File: config.mk
export PLATFORM = sky130hd
export DESIGN_NAME = uart_rx_param
export DESIGN_NICKNAME = d
export VERILOG_FILES = /design/src/rtl/uart_rx_param.sv
export SDC_FILE = /design/constraint.sdc
export NUM_CORES = 1
export LEC_CHECK = 0
export CORE_ASPECT_RATIO = 1.4
export CORE_MARGIN = 2
export CORE_UTILIZATION = 33
export DETAILED_ROUTE_END_ITERATION = 16
export PLACE_DENSITY = 0.5
export SETUP_SLACK_MARGIN = 0.3
export SYNTH_ARGS = -nofsm -noshare
export SYNTH_HDL_FRONTEND = slang
export SYNTH_SLANG_ARGS = --single-unit
File: constraint.sdc
create_clock -name clk -period 4 [get_ports clk]
set_input_delay 0.8 -clock clk [delete_from_list [all_inputs] [get_ports clk]]
set_output_delay 0.8 -clock clk [all_outputs]
set_load 0.05 [all_outputs]
File: src/rtl/uart_rx_param.sv
// uart_rx_param: oversampled UART receiver with optional parity, 1/2 stop bits and a ready/valid output
module uart_rx_param #(
  parameter int DATA_BITS  = 8,
  parameter int PARITY     = 0,
  parameter int STOP_BITS  = 1,
  parameter int OVERSAMPLE = 16
) (
  input  logic                 clk,
  input  logic                 rst_n,
  input  logic                 sample_trigger,
  input  logic                 raw_data,
  output logic [DATA_BITS-1:0] data,
  output logic                 data_valid,
  input  logic                 data_ready,
  output logic                 parity_err,
  output logic                 framing_err,
  output logic                 overrun
);
  localparam int TW = $clog2(OVERSAMPLE);
  localparam int M  = OVERSAMPLE / 2;
  typedef enum logic [2:0] {S_IDLE, S_START, S_DATA, S_PARITY, S_STOP} state_t;
  state_t state, state_nx;
  logic sync1, line, armed, v0, v1, par_acc, pe_q, fe_q, done;
  logic decide, wrap, vote, fe_frame, accept;
  logic [1:0] warm;
  logic [TW-1:0] tick;
  logic [3:0] cnt;
  logic [DATA_BITS-1:0] shreg;
  assign decide   = sample_trigger && state != S_IDLE && tick == TW'(M + 1);
  assign wrap     = sample_trigger && tick == TW'(OVERSAMPLE - 1);
  assign vote     = (v0 & v1) | (v0 & line) | (v1 & line);
  assign fe_frame = fe_q | ~vote;
  assign accept   = data_valid & data_ready;
  always_comb begin
    state_nx = state;
    done = 1'b0;
    case (state)
      S_IDLE:   if (sample_trigger && armed && !line) state_nx = S_START;
      S_START:  if (decide && vote) state_nx = S_IDLE; else if (wrap) state_nx = S_DATA;
      S_DATA:   if (wrap && cnt == 4'(DATA_BITS)) state_nx = (PARITY != 0) ? S_PARITY : S_STOP;
      S_PARITY: if (wrap) state_nx = S_STOP;
      S_STOP:   if (decide && cnt == 4'(STOP_BITS - 1)) begin
        state_nx = S_IDLE;
        done = 1'b1;
      end
      default:  state_nx = S_IDLE;
    endcase
  end
  always_ff @(posedge clk or negedge rst_n)
    if (!rst_n) begin
      sync1       <= 1'b1;
      line        <= 1'b1;
      warm        <= '0;
      armed       <= 1'b0;
      state       <= S_IDLE;
      tick        <= '0;
      cnt         <= '0;
      v0          <= 1'b1;
      v1          <= 1'b1;
      shreg       <= '0;
      par_acc     <= 1'b0;
      pe_q        <= 1'b0;
      fe_q        <= 1'b0;
      data        <= '0;
      data_valid  <= 1'b0;
      parity_err  <= 1'b0;
      framing_err <= 1'b0;
      overrun     <= 1'b0;
    end else begin
      sync1 <= raw_data;
      line  <= sync1;
      warm  <= {warm[0], 1'b1};
      // start detection re-arms only on a high line that came through the synchroniser after reset or a break
      if (done && fe_frame) armed <= 1'b0;
      else if (warm[1] && line) armed <= 1'b1;
      state <= state_nx;
      tick  <= (state == S_IDLE || wrap) ? '0 : sample_trigger ? tick + 1'b1 : tick;
      cnt   <= (state_nx != state) ? '0 : (decide && (state == S_DATA || state == S_STOP)) ? cnt + 1'b1 : cnt;
      if (sample_trigger && tick == TW'(M - 1)) v0 <= line;
      if (sample_trigger && tick == TW'(M)) v1 <= line;
      if (decide && state == S_DATA) begin
        shreg   <= {vote, shreg[DATA_BITS-1:1]};
        par_acc <= par_acc ^ vote;
      end else if (state == S_IDLE) par_acc <= 1'b0;
      if (state == S_IDLE) pe_q <= 1'b0;
      else if (decide && state == S_PARITY) pe_q <= par_acc ^ vote ^ (PARITY == 1);
      if (state == S_IDLE) fe_q <= 1'b0;
      else if (decide && state == S_STOP) fe_q <= fe_frame;
      if (done && (!data_valid || data_ready)) begin
        data        <= shreg;
        parity_err  <= pe_q;
        framing_err <= fe_frame;
        data_valid  <= 1'b1;
      end else if (accept) data_valid <= 1'b0;
      if (done && data_valid && !data_ready) overrun <= 1'b1;
      else if (accept) overrun <= 1'b0;
    end
endmodule

==> impl_metrics.tcl, run 1 <==
set metrics [dict create \
    path_clk_slew_ns 0.08 \
    netlist.area_leader.share 0.482 \
    slowest_stage "clkdlybuf4s50_1" \
    dp_hpwl_um 2510 \
    rows 32 \
    fin_setup_tns_ns 0 \
    cts_buffers 5 \
    finalClockSkew_ns 0.00479 \
    whs_ns 0.352 \
    async_flop_share 1.00 \
    outcome "finished, final reports clean" \
    ys.flop_type "dfrtp_1" \
    arrival_ns 2.76 \
    dieWidth_um 68.5 \
    htreeDepth 2 \
    clock_sinks 41 \
    drc 0 \
    tightest_slew_ns 0.920 \
    cts_resized 0 \
    antenna_found_initial 0 \
    layout_min_cycle_time_ns 2.58 \
    synthTopCellsByCount "37 x dfrtp_1, 17 x mux2_2, 8 x nand2_1, 8 x nor3_1" \
    die_area_um2 6450 \
    grt_overflow_total 0 \
    antennaDiodeCount 0 \
    synthesis.area_um2 1920 \
    worst_slack_ns 1.42 \
    crit_path_end_kind "register" \
    seq_area_frac_synth 0.537 \
    setup_viol 0 \
    clock_path_buffers 2 \
    grt_max_degree 42 \
    cts_root_buf "clkbuf_8" \
    drt_iter0_markers 66 \
    cp_max_fo 11 \
    synth_edf_count 0 \
    slew_headroom 0.387 \
    worstPathRequired_ns 4.18 \
    drtAntennaViolNets 0 \
    nFillCells 537 \
    clk-insertion-delay-late_ns 0.29 \
    numPortBuffers 16 \
    dpl_cell_area_um2 2100 \
    grt_pass1_wl_um 6160 \
    ios 17 \
    syn_nets 166 \
    ctsHoldBuffers 0 \
    drive_gt1_frac 0.214 \
    rsz0062_at_grt "false" \
    instances_no_fill 241 \
    synth_warnings 0 \
    dieHeight_um 94.3 \
    drv_cap 0 \
    synth_area_leaders "dfrtp_1 48%, mux2_2 10%, dfstp_2 5.5%" \
    firstDrtPassIters 4 \
    cpPeakStageDelay_ns 0.74 \
    ys_types 44 \
    path_class "input pin to register" \
    first_global_vias 1282 \
    initial_core_util 0.345 \
    yosysMostFrequentCell "dfrtp_1" \
    wire_per_inst_um 14.6 \
    cts_tree "yes" \
    syn2layout_area_growth_pct 15.6 \
    final_area_um2 2220 \
    avgSynthCellArea_um2 12.3 \
    fmax_mhz 388 \
    vias 1221 \
    place_ws_ns 1.13 \
    coreArea_um2 5570 \
    synthCells 156 \
    synth_seq_cells 41 \
    place_inst 233 \
    startpoint_type "input pin" \
    hold_viol_final 0 \
    finalCritPeriodShare 0.645 \
    synth.largest_area_cell "dfrtp_1" \
    wl_um 3510 \
    slew_violations 0 \
    track_usage 0.128 \
    vias_per_cell 5.07 \
    irDropWorstVdd_v 0.000255 \
    post-cts-setup-buffers 0 \
    cp_cell_sequence "clkdlybuf4s50_1, and4b_1, and2_4, nand4_4, mux2_4" \
    gp_congestion 0.820 \
    p_leak_nw 1.00 \
    hold_path_class "register to register" \
    nets 182 \
    power.density_nw_per_um2 470 \
]
critical path: cells and delay by family:
kind | cells | cell delay [ns]
muxes | 1 | 0.37
buffers and inverters | 1 | 0.74
and+or+nand+nor | 3 | 0.83
worst paths after layout:
check / end / from / slack, ns / depth (start not counted)
min: warm[1] / warm[0] / 0.35 / 0
min in group asynchronous: data[5] / rst_n / 0.64 / 1
max: parity_err / sample_trigger / 1.42 / 5
max in group asynchronous: tick[3] / rst_n / 2.78 / 1
max reg2reg: parity_err / cnt[0] / 1.97 / 6
min reg2reg: warm[1] / warm[0] / 0.35 / 0
final cells by class:
| cell class | count | area [µm²] | share of cell area |
|---|---|---|---|
| clock buffers | 6 | 82.6 | 0.0372 |
| clock inverters | 2 | 37.5 | 0.0169 |
| inverters | 7 | 26.3 | 0.0118 |
| multi-input cells | 101 | 803 | 0.362 |
| flip-flops and latches | 41 | 1030 | 0.464 |
| well taps | 68 | 85.1 | 0.0383 |
| repair buffers | 16 | 155 | 0.0699 |
cells by family (layout without fill, tap and decap cells):
family / after synthesis / in the layout / synth area share
AO/OA/AOI/OAI: 21 / 21 / 0.0723
XOR/XNOR: 8 / 8 / 0.0365
adder cells (fa/ha/maj): 6 / 6 / 0.0378
buffers and inverters: 14 / 31 / 0.0450
flip-flops: 41 / 41 / 0.537
multiplexers: 21 / 21 / 0.123
other: 1 / 1 / 0.00195
AND/OR/NAND/NOR: 44 / 44 / 0.147
flip-flops by register name, summed over array words and instances (netlist names):
signal,cells
par_acc,1
state,3
line,1
overrun,1
shreg,8
warm,2
data_valid,1
tick,4
v1,1
sync1,1
armed,1
framing_err,1
v0,1
parity_err,1
cnt,4
data,8
pe_q,1
fe_q,1
metrics by stage:
| step | power (W) | util |
|---|---|---|
| finish | 0.00104 | 0.399 |
| detailed placement | 0.000709 | 0.377 |
| floorplan | 0.000651 | - |
| CTS | 0.00106 | 0.399 |
| global route | 0.00111 | 0.399 |
| global placement | 0.000700 | 0.377 |
where the power goes:
part	switching, W	internal [W]
combinational	0.000112	0.0000763
sequential	0.0000532	0.000458
clock	0.000141	0.000203
total	0.000306	0.000737
layout by cell type (no fill, tap or decap), types with 2 or more instances in the layout:
master / count
mux2i_1: 3
nand2_1: 8
inv_1: 7
a41oi_1: 3
nand4b_1: 2
o21ai_0: 6
a21oi_1: 4
o31ai_1: 2
dfstp_2: 4
nor2_1: 7
clkbuf_8: 6
clkdlybuf4s50_1: 15
dfrtp_1: 37
ha_1: 5
nor3_1: 8
mux2_2: 17
xor2_1: 2
nand3_1: 4
xnor2_1: 6
layer usage:
| layer | routed length, µm | vias to the layer above | global-route usage |
|---|---|---|---|
| li1 | - | 587 | - |
| met1 | 1530 | 608 | 0.160 |
| met2 | 1800 | 21 | 0.208 |
| met3 | 105 | 5 | 0.0324 |
| met4 | 71 | 0 | 0.0500 |
| met5 | 0 | - | 0 |
(Power assumes the default switching activity.)
==> run 2: changes to the inputs <==
Clock period 4 ns to 2.45 ns, I/O delays scaled along.
==> run 2 against run 1 <==
Non-clock buffer count grew 4. Combinational power grew 69%. Final cell count grew 1.7%. Wire length shrank 1.5%. Critical path type unchanged. Highest routed layer unchanged.
==> impl_metrics.tcl, run 2 (same netlist as run 1, synthesis figures left out) <==
set metrics [dict create \
    outcome "finished, final reports clean" \
    startpoint_type "input pin" \
    rsz0062_at_grt "false" \
    track_usage 0.127 \
    worstPathRequired_ns 2.61 \
    final_cell_mix "37 x dfrtp_1, 17 x mux2_2, 15 x clkdlybuf4s50_1, 8 x nand2_1, 8 x nor3_1" \
    slew_violations 0 \
    die_area_um2 6450 \
    coreArea_um2 5570 \
    drive_gt1_frac 0.243 \
    drc 0 \
    hold_path_class "input pin to async pin" \
    cts_root_buf "clkbuf_8" \
    syn2layout_area_growth_pct 16.4 \
    place_inst 237 \
    nFillCells 537 \
    power.density_nw_per_um2 724 \
    initial_core_util 0.345 \
    clock_path_buffers 2 \
    finalCritPeriodShare 0.819 \
    htreeDepth 2 \
    drtAntennaViolNets 0 \
    numPortBuffers 16 \
    slew_headroom 0.407 \
    crit_path_end_kind "register" \
    path_class "input pin to register" \
    top_layer "met4" \
    irDropWorstVdd_v 0.000451 \
    layout_min_cycle_time_ns 2.01 \
    grt_overflow_total 0 \
    dieHeight_um 94.3 \
    wl_met3_um 101 \
    clk-insertion-delay-late_ns 0.29 \
    finalClockSkew_ns 0.00623 \
    cts_buffers 5 \
    tightest_slew_ns 0.889 \
    firstDrtPassIters 4 \
    met1_length_um 1540 \
    grt_pass1_wl_um 6260 \
    register_area_um2 1030 \
    cp_max_fo 7 \
    multi_input_area_um2 812 \
    fmax_mhz 499 \
    drv_cap 0 \
    dieWidth_um 68.5 \
    wire_per_inst_um 14.1 \
    cts_tree "yes" \
    gp_congestion 0.786 \
    ctsHoldBuffers 0 \
    dr_wl_met2_um 1750 \
    dp_hpwl_um 2450 \
    fin_setup_tns_ns 0 \
    p_leak_nw 1.02 \
    drt_iter0_markers 73 \
    rows 32 \
    antennaDiodeCount 0 \
    wl_um 3460 \
    vias 1217 \
    antenna_found_initial 0 \
    post-cts-setup-buffers 0 \
    ios 17 \
    path_clk_slew_ns 0.08 \
    grt_max_degree 42 \
    instances_no_fill 245 \
    reg_top3 "data x8, shreg x8" \
    vias_per_cell 4.97 \
    nets 186 \
    setup_viol 0 \
    cts_resized 0 \
    hold_viol_final 0 \
    first_global_vias 1365 \
    arrival_ns 2.17 \
    clock_sinks 41 \
    final_common_cell "dfrtp_1" \
]
## run 2: changes by cell type in the layout (fill, tap and decap cells not counted), sizes merged
cell      previous run  this run
clkinvlp             1         0
bufinv               1         0
clkinv               0         2
buf                  1         5
## run 2: path summary, 6_finish.rpt
path                                startpoint          to  slack, ns  cells after the start
worst max-delay path            sample_trigger      cnt[1]       0.44                      5
worst min-delay path                     rst_n     data[4]       0.31                      1
worst max register to register          cnt[0]  parity_err       0.58                      6
worst min register to register           sync1        line       0.36                      0
max in group asynchronous                rst_n        pe_q       1.58                      1
min in group clk                         sync1        line       0.36                      0
## run 2: per-layer routing
metal  vias to the layer above  GRT usage
li1                        593          -
met1                       598      0.153
met5                         -          0
met3                         5     0.0288
met2                        21      0.214
met4                         0     0.0500
## run 2: final cells by class
class                   count  share of cell area
clock buffers               6              0.0369
repair buffers             20              0.0828
inverters                   7              0.0118
flip-flops and latches     41               0.461
multi-input cells         101               0.363
well taps                  68              0.0381
clock inverters             2             0.00616
## run 2: through the flow
stage | area, µm² | utilization | setup slack (ns) | total power (W) | hold WS, ns
detailed placement | 2130 | 0.383 | 0.0459 | 0.00117 | 0.346
global route | 2240 | 0.402 | 0.304 | 0.00173 | 0.366
finish | 2240 | 0.402 | 0.445 | 0.00162 | 0.312
global placement | 2130 | 0.383 | 0.0944 | 0.00116 | 0.336
CTS | 2230 | 0.400 | 0.364 | 0.00165 | 0.354
floorplan | 1920 | - | 0.690 | 0.00106 | 0.194
## run 2: power by group
group / switching, W / internal (W) / leakage (nW)
clock network: 0.000236 / 0.000228 / 0.0512
logic: 0.000183 / 0.000135 / 0.432
registers: 0.0000874 / 0.000748 / 0.540
total: 0.000506 / 0.00111 / 1.02
## run 2: worst max-delay path, stage by stage
cell and delay (ns):
clkdlybuf4s50_1 0.62, and4_2 0.33, o21ai_0 0.20, a32oi_1 0.41, nor3_1 0.11
==> run 3: changes to the inputs <==
Clock period 2.45 ns to 1.87 ns, I/O delays scaled along.
==> run 3 against run 2 <==
Die area stayed put. Non-clock buffer count is 27 higher. First-iteration DRC count is 1.4% higher. Global-route usage is 1.4 points higher. Power is 44% higher. Clock skew is 0.0012 ns lower. Register-to-register slack worse by 0.37 ns. Clock power is 22% higher. Wire length is 20% higher. Setup slack worse by 0.24 ns. Critical path type is now register to register. Critical endpoint is now shreg[6]. Largest power group unchanged.
==> impl_metrics.tcl, run 3 (same netlist as run 1, synthesis figures left out) <==
set metrics [dict create \
    whs_ns 0.0543 \
    nets 214 \
    dp_hpwl_um 2790 \
    dieWidth_um 68.5 \
    htreeDepth 2 \
    nFillCells 520 \
    cts_tree "yes" \
    multi_input_area_um2 937 \
    coreArea_um2 5570 \
    path_class "register to register" \
    firstDrtPassIters 4 \
    grt_pass1_wl_um 6750 \
    grt_max_degree 24 \
    wire_per_inst_um 15.2 \
    rr_endpoint "shreg[6]" \
    cp-startpoint "tick[1]" \
    irDropWorstVdd_v 0.000607 \
    tightest_slew_ns 0.534 \
    worstRegToRegCells 6 \
    cts_root_buf "clkbuf_8" \
    antenna_found_initial 0 \
    drv_cap 0 \
    ios 17 \
    r2r_setup_slack_ns 0.21 \
    die_area_um2 6450 \
    gr-usage-met3 0.0300 \
    track_usage 0.141 \
    rows 32 \
    crit_path_end_kind "register" \
    clock_path_buffers 2 \
    numPortBuffers 16 \
    dieHeight_um 94.3 \
    drive_gt1_frac 0.468 \
    register_area_um2 1030 \
    clock_sinks 41 \
    initial_core_util 0.345 \
    grtUsageMet2 0.240 \
    finalCritPeriodShare 0.889 \
    slew_violations 0 \
    reg2reg_from "tick[1]" \
    cts_buffers 5 \
    layout_min_cycle_time_ns 1.66 \
    use_met1 0.167 \
    startpoint_type "register" \
    hold_path_class "input pin to async pin" \
    drtAntennaViolNets 0 \
    arrival_ns 1.84 \
    vias_per_cell 5.00 \
    reg_top3 "data x8, shreg x8" \
    finalClockSkew_ns 0.00508 \
    path_clk_slew_ns 0.08 \
    syn2layout_area_growth_pct 32.9 \
    cp_max_fo 8 \
    drc 0 \
    gp_congestion 0.791 \
    drt_iter0_markers 74 \
    slew_headroom 0.644 \
    vias 1364 \
    outcome "finished, final reports clean" \
    ctsHoldBuffers 0 \
    rsz0062_at_grt "true" \
    fmax_mhz 601 \
    grt_overflow_total 0 \
    setup_viol 0 \
    hold_viol_final 0 \
    worstPathRequired_ns 2.05 \
    power.density_nw_per_um2 913 \
    wl_um 4140 \
    first_global_vias 1382 \
    final_cell_mix "37 x dfrtp_1, 35 x buf_4, 17 x mux2_2, 8 x nand2_1, 7 x nor2_1" \
    p_total_w 0.00233 \
    gr-max-usage-layer "met2" \
    final_common_cell "dfrtp_1" \
    p_leak_nw 1.22 \
    clk-insertion-delay-late_ns 0.29 \
    antennaDiodeCount 0 \
]
==> run 3: cell count changes in the layout (fill, tap and decap cells not counted), moves of 3 or more <==
| cell | delta |
|---|---|
| buf_6 | +4 |
| nor3_1 | -4 |
| buf_4 | +31 |
| nor3_2 | +4 |
| ha_1 | -3 |
| clkdlybuf4s50_1 | -13 |
==> run 3: repair_timing <==
action,in CTS,in global routing
setup endpoints to repair,30,29
cloned,1,0
resized for setup,24,12
setup buffers,6,6
pin swaps,6,5
==> run 3: where the power goes <==
| group | total (W) | internal (W) | leakage (nW) | switching (W) |
|---|---|---|---|---|
| clock | 0.000565 | 0.000258 | 0.0439 | 0.000308 |
| combinational | 0.000705 | 0.000326 | 0.640 | 0.000380 |
| sequential | 0.00106 | 0.000981 | 0.540 | 0.0000795 |
==> run 3: cell type report <==
| type | count | share of cell area |
|---|---|---|
| inverters | 7 | 0.0103 |
| repair buffers | 47 | 0.151 |
| flip-flops and latches | 41 | 0.404 |
| clock inverters | 3 | 0.00686 |
| well taps | 68 | 0.0333 |
| clock buffers | 5 | 0.0270 |
| multi-input cells | 102 | 0.367 |
==> run 3: how the worst max path moves through the flow <==
stage / endpoint / slack [ns]
global route: shreg[5] / 0.16
global placement: shreg[3] / -0.19
CTS: shreg[5] / 0.18
finish: shreg[6] / 0.21
floorplan: parity_err / 0.14
detailed placement: shreg[5] / -0.20
==> run 3: metal layers <==
metal | up-vias | share of wire
met5 | - | 0
met4 | 0 | 0.018
met3 | 9 | 0.033
met2 | 25 | 0.53
met1 | 681 | 0.42
li1 | 649 | -
==> run 3: stage by stage <==
| stage | util | TNS, ns | cells | area (µm²) | setup slack, ns |
|---|---|---|---|---|---|
| after global routing | 0.459 | 0 | 273 | 2550 | 0.162 |
| final | 0.459 | 0 | 273 | 2550 | 0.207 |
| after detailed placement | 0.402 | -3.74 | 252 | 2240 | -0.195 |
| after global placement | 0.402 | -3.55 | 252 | 2240 | -0.189 |
| after floorplan | - | 0 | 156 | 1920 | 0.143 |
| after CTS | 0.444 | 0 | 267 | 2470 | 0.178 |
==> run 3: critical path, cell delays in order (launching register included) <==
cell and delay, ns:
dfrtp_1 0.39, inv_2 0.08, ha_4 0.14, nand4b_4 0.10, or4_4 0.42, buf_6 0.16, mux2_2 0.26
==> patch 1: new RTL, flow settings as in run 3 <==
Reset style: synchronous (`rst_n`), changed in one clocked block.
--- a/src/rtl/uart_rx_param.sv
+++ b/src/rtl/uart_rx_param.sv
@@ -46,7 +46,7 @@
       default:  state_nx = S_IDLE;
     endcase
   end
-  always_ff @(posedge clk or negedge rst_n)
+  always_ff @(posedge clk)
     if (!rst_n) begin
       sync1       <= 1'b1;
       line        <= 1'b1;
Check against the original RTL: no difference found for any inputs over 10 cycles, from zero or initial values and one cycle with rst_n low; that may be too few to reach the edited logic, so the function may still have changed.
==> patch 1 against run 3 <==
Final cell count increased by 5.5%. Cell area decreased by 7.3%. Wire length down 6.0%. Synthesized area decreased by 2.3%. Sequential cell count unchanged. Count of clock-buffer cells in the layout unchanged. Worst setup slack better by 0.11 ns. Via count up 4.0%. Highest routed layer unchanged.
Power is not compared: it rests on default switching activity, and its combinational part moved more than twofold at a synthesized area within 25%.
==> patch 1: results (changes against run 3) <==
metric,value,unit,change
status,"complete, no violations",,
Post-Layout Cell Count,288,,+5.5%
Synth async-reset ratio,0,,-1.000
sequential share of the synthesized area,0.4373,,-0.09947
Worst Max-Slew Pin Slew,0.4899,ns,-0.04433 ns
maximum vdd ir drop,0.0002499,V,
Critical R2R Capture,data[4],,
Vias,1419,,+4.0%
largest net degree at the start of global routing,25,,+4.2%
GP Congestion,0.7221,,-8.7%
routed len/inst,13.52,um,-11%
critical path launch point,cnt[1],,
Post-Place Worst Slack,-0.1713,ns,+0.02393 ns
synthesized net count,199,,+20%
ratio of cells with drive above 1 in the final layout,0.2773,,-0.1910
# placed instances,272,,+7.9%
distinct cell type count after synthesis,43,,-2.3%
hold endpoint,line,,
worst-path fanout max,5,,-3
drt initial violations,22,,-70%
ranking of synthesized cells by area,"dfxtp_1 44%, mux2i_1 11%, nor2b_1 6.0%, ha_1 3.3%, nor2_1 2.6%",,
FF-to-FF path depth,7,,+1
Hold WC Path Type,reg2reg,,
Nets,229,,+7.0%
top post-synthesis cells by count,"41 x dfxtp_1, 21 x mux2i_1, 18 x nor2b_1, 13 x nor2_1, 12 x nand2_1",,
DP Area,2105,um^2,-5.9%
Switching Share,0.2233,,
Cells after Synth,189,,+21%
setup slack on the worst flop-to-flop path,0.32,ns,+0.11 ns
clk_skew,0.005097,ns,+0.00001915 ns
clk buf depth,2,,unchanged
dpl hpwl,2715,um,-2.6%
GRT Overall Usage,0.1350,,-0.006184
global-route wire length before repair,6423,um,-4.8%
critical path arrival,1.74,ns,-0.10 ns
==> patch 1: cell types whose count changed after synthesis, moves of 4 or more <==
cell,before,now
dfstp_2,4,0
o21ai_0,6,2
nor2b_1,1,18
dfrtp_1,37,0
nand2_1,8,12
dfxtp_1,0,41
mux2_2,17,0
nor2_1,7,13
mux2i_1,3,21
==> patch 1: power by group through the flow <==
stage	combinational, uW	sequential, uW	clock [uW]
detailed placement	48.9	903	0
finish	49.9	881	564
floorplan	31.5	901	0
CTS	48.7	882	592
global route	54.4	882	625
global placement	47.6	903	0
==> patch 1: cells by family after synthesis <==
family,count (synthesis),share of synthesized area
adders and majority gates,6,0.03933
buffers and inverters,16,0.05199
and+or+nand+nor,81,0.2573
DFF,41,0.4373
xor gates and xnor gates,8,0.03733
muxes,21,0.1120
AOI/OAI and AO/OA,16,0.06466
==> patch 1: per-stage QoR <==
step	hold slack (ns)	util
after floorplan	0.3863	-
after global placement	0.3929	0.3837
after detailed placement	0.4212	0.3837
after CTS	0.4473	0.4113
after global routing	0.4562	0.4313
final	0.4330	0.4313
==> patch 1: what timing repair did <==
item,4_1_cts,5_1_grt
gates cloned,1,0
setup endpoints to repair,32,31
pin swaps,7,8
gates resized for setup,21,30
setup buffers,4,3
==> patch 1: worst max-delay path, stage by stage, from the launching register on <==
cell,delay (ns)
dfxtp_2,0.35
inv_2,0.07
ha_4,0.14
and4bb_2,0.26
nand4_1,0.20
buf_6,0.21
mux2i_2,0.16
nor2b_1,0.06
==> patch 1: area by class of cell <==
type / instances / area (um^2)
clock buffers: 5 / 68.82
clock inverters: 3 / 17.52
fillers: 542 / 3119
inverters: 6 / 25.02
multi-input cells: 132 / 1056
flip-flops and latches: 41 / 833.3
well taps: 68 / 85.08
repair buffers: 33 / 280.3
==> patch 1: per-layer routing <==
layer,wire (um),track usage,vias to the layer above,part of all wire
li1,-,-,715,-
met1,1606,0.1471,678,0.41
met2,2117,0.2386,19,0.54
met3,94,0.03730,7,0.024
met4,75,0.05442,0,0.019
met5,0,0,-,0
==> patch 1: worst max path at each step <==
| stage | cells past startpoint | slack [ns] | end |
|---|---|---|---|
| after floorplan | 8 | 0.35 | data[0] |
| after global placement | 5 | -0.08 | cnt[3] |
| after detailed placement | 5 | -0.17 | shreg[6] |
| after CTS | 5 | 0.30 | cnt[3] |
| after global routing | 7 | 0.22 | data[0] |
| final | 7 | 0.32 | data[4] |
==> patch 2: new RTL, config.mk and constraints of run 3 <==
Without the edit above. Change the parameter `PARITY` from 0 to 1.
--- a/src/rtl/uart_rx_param.sv
+++ b/src/rtl/uart_rx_param.sv
@@ -1,7 +1,7 @@
 // uart_rx_param: oversampled UART receiver with optional parity, 1/2 stop bits and a ready/valid output
 module uart_rx_param #(
   parameter int DATA_BITS  = 8,
-  parameter int PARITY     = 0,
+  parameter int PARITY     = 1,
   parameter int STOP_BITS  = 1,
   parameter int OVERSAMPLE = 16
 ) (
Function: same outputs for any inputs over 10 cycles, from zero or initial values and one cycle with rst_n low; that may be too few to reach the edited logic, so the function may still have changed.
==> patch 2 against run 3 <==
Count of clock-buffer cells in the layout is the same. Sequential share of layout area grew 1.4 points. Synthesized cell count fell by 1.3%. Global-route usage shrank 0.20 points. Non-clock buffer count down 14. Worst setup slack worse by 0.030 ns. Sequential cell count did not move. Cell area fell by 2.9%. Critical endpoint is now data[2]. Synthesized area is 2.3% lower. Sequential power increased by 14%. First-iteration DRC count down 72%. Highest routed layer unchanged. Wire length fell by 5.3%. Total power up 13%.
==> patch 2: results (changes against run 3) <==
metric,value,unit,change
Critical R2R Capture,data[2],,
maximum vdd ir drop,0.0005716,V,-5.9%
status,"complete, no violations",,
drt initial violations,21,,-72%
Post-Place Worst Slack,-0.1520,ns,+0.04325 ns
biggest regs,"data: 8 flops, shreg: 8 flops",,
initial antenna violation count,0,,unchanged
H-tree Lvls,2,,unchanged
Nets,201,,-6.1%
vias in the first global route,1332,,-3.6%
# placed instances,248,,-1.6%
distinct cell type count after synthesis,38,,-14%
sequential share of the synthesized area,0.5497,,+0.01289
drt via density,4.969,,-0.54%
FF-to-FF path depth,6,,unchanged
Main synth FF type,dfrtp_1,,
antenna cells,0,,unchanged
ratio of cells with drive above 1 in the final layout,0.4688,,about the same
final period utilization,0.9055,,+0.01616
Yosys warning total,0,,unchanged
routed len/inst,15.10,um,-0.52%
mean post-synth cell area,12.18,um^2,-1.1%
synthesized net count,164,,-1.2%
critical path arrival,1.87,ns,+0.03 ns
global-route wire length before repair,6596,um,-2.3%
dpl hpwl,2597,um,-6.8%
top post-synthesis cells by count,"37 x dfrtp_1, 19 x mux2_2, 12 x nor2_1, 9 x a21oi_1",,
clock latency on the worst-skew pair,0.30,ns,
Hold WC Path Type,in2async,,
FF-to-FF Start,tick[1],,
setup slack on the worst flop-to-flop path,0.18,ns,-0.03 ns
CTS root buf,clkbuf_8,,
drt pass-1 iters,3,,-1
drt total wl,3925,um,-5.3%
Synth async-reset ratio,1.000,,unchanged
GP Congestion,0.7847,,-0.83%
CTS buffer count,5,,unchanged
clk buf depth,2,,unchanged
Post-synth EDFFs,0,,unchanged
largest net degree at the start of global routing,42,,+75%
GRT Overall Usage,0.1392,,-0.002048
Pleak,0.001149,uW,-6.1%
worst-path fanout max,5,,-3
Port Buffers,16,,unchanged
clk_skew,0.01342,ns,+0.008343 ns
ranking of synthesized cells by area,"dfrtp_1 49%, mux2_2 11%, dfstp_2 5.6%, ha_1 3.3%, xnor2_1 3.3%",,
Worst-path clk slew,0.09,ns,
## patch 2: worst max-delay path by stage
stage,startpoint,end,cells after the start
2_1_floorplan,tick[1],shreg[0],5
3_3_place_gp,sample_trigger,data[3],5
3_5_place_dp,sample_trigger,cnt[1],6
4_1_cts,cnt[1],data[2],6
5_1_grt,cnt[1],data[1],6
6_report,tick[1],data[2],6
## patch 2: power breakdown
group          total [uW]  internal [uW]  switching (uW)
logic                 836            398             438
registers            1210           1030             182
clock network         578            258             320
total                2630           1690             940
## patch 2: through the flow
step / utilization / hold slack [ns] / cell area, um^2
3_5_place_dp: 0.4005 / 0.3347 / 2197
4_1_cts: 0.4380 / 0.04758 / 2402
5_1_grt: 0.4516 / 0.04653 / 2477
2_1_floorplan: - / 0.07841 / 1877
6_report: 0.4516 / 0.02921 / 2477
3_3_place_gp: 0.4005 / 0.3400 / 2197
## patch 2: timing repair
item                                    4_1_cts  5_1_grt
setup buffers                                 1        2
pin swaps                                     5        3
cloned                                        1        0
endpoints found under the hold margin         0        0
gates resized for setup                      24       11
endpoints found under the setup margin       30       30
## patch 2: cell type report
type	instances	area [um^2]
clock buffers	5	68.82
clock inverters	3	17.52
fillers	519	3008
inverters	7	26.28
multi-input cells	103	968.4
flip-flops and latches	41	1035
well taps	68	85.08
repair buffers	33	276.5
## patch 2: worst max-delay path, stage by stage, from the launching register on
cell and delay, ns:
dfrtp_1 0.40, inv_2 0.08, ha_4 0.14, and4b_2 0.25
and2_4 0.19, nand4_4 0.16, mux2_4 0.35
## patch 2: routing by layer
metal  up-vias  track usage  share of wire
met2        16       0.2410           0.56
met1       659       0.1682           0.41
met3         4      0.02768          0.025
met4         0      0.04592          0.011
met5         -            0              0
li1        613            -              -
## patch 2: logic make-up after synthesis
kind of cell	after synthesis	share of synthesized area
compound gates	14	0.04203
xor+xnor	9	0.04203
fa+ha+maj	6	0.03869
buf+inv	11	0.02469
flops	41	0.5497
mux	22	0.1301
other cells	1	0.001999
simple gates	50	0.1708
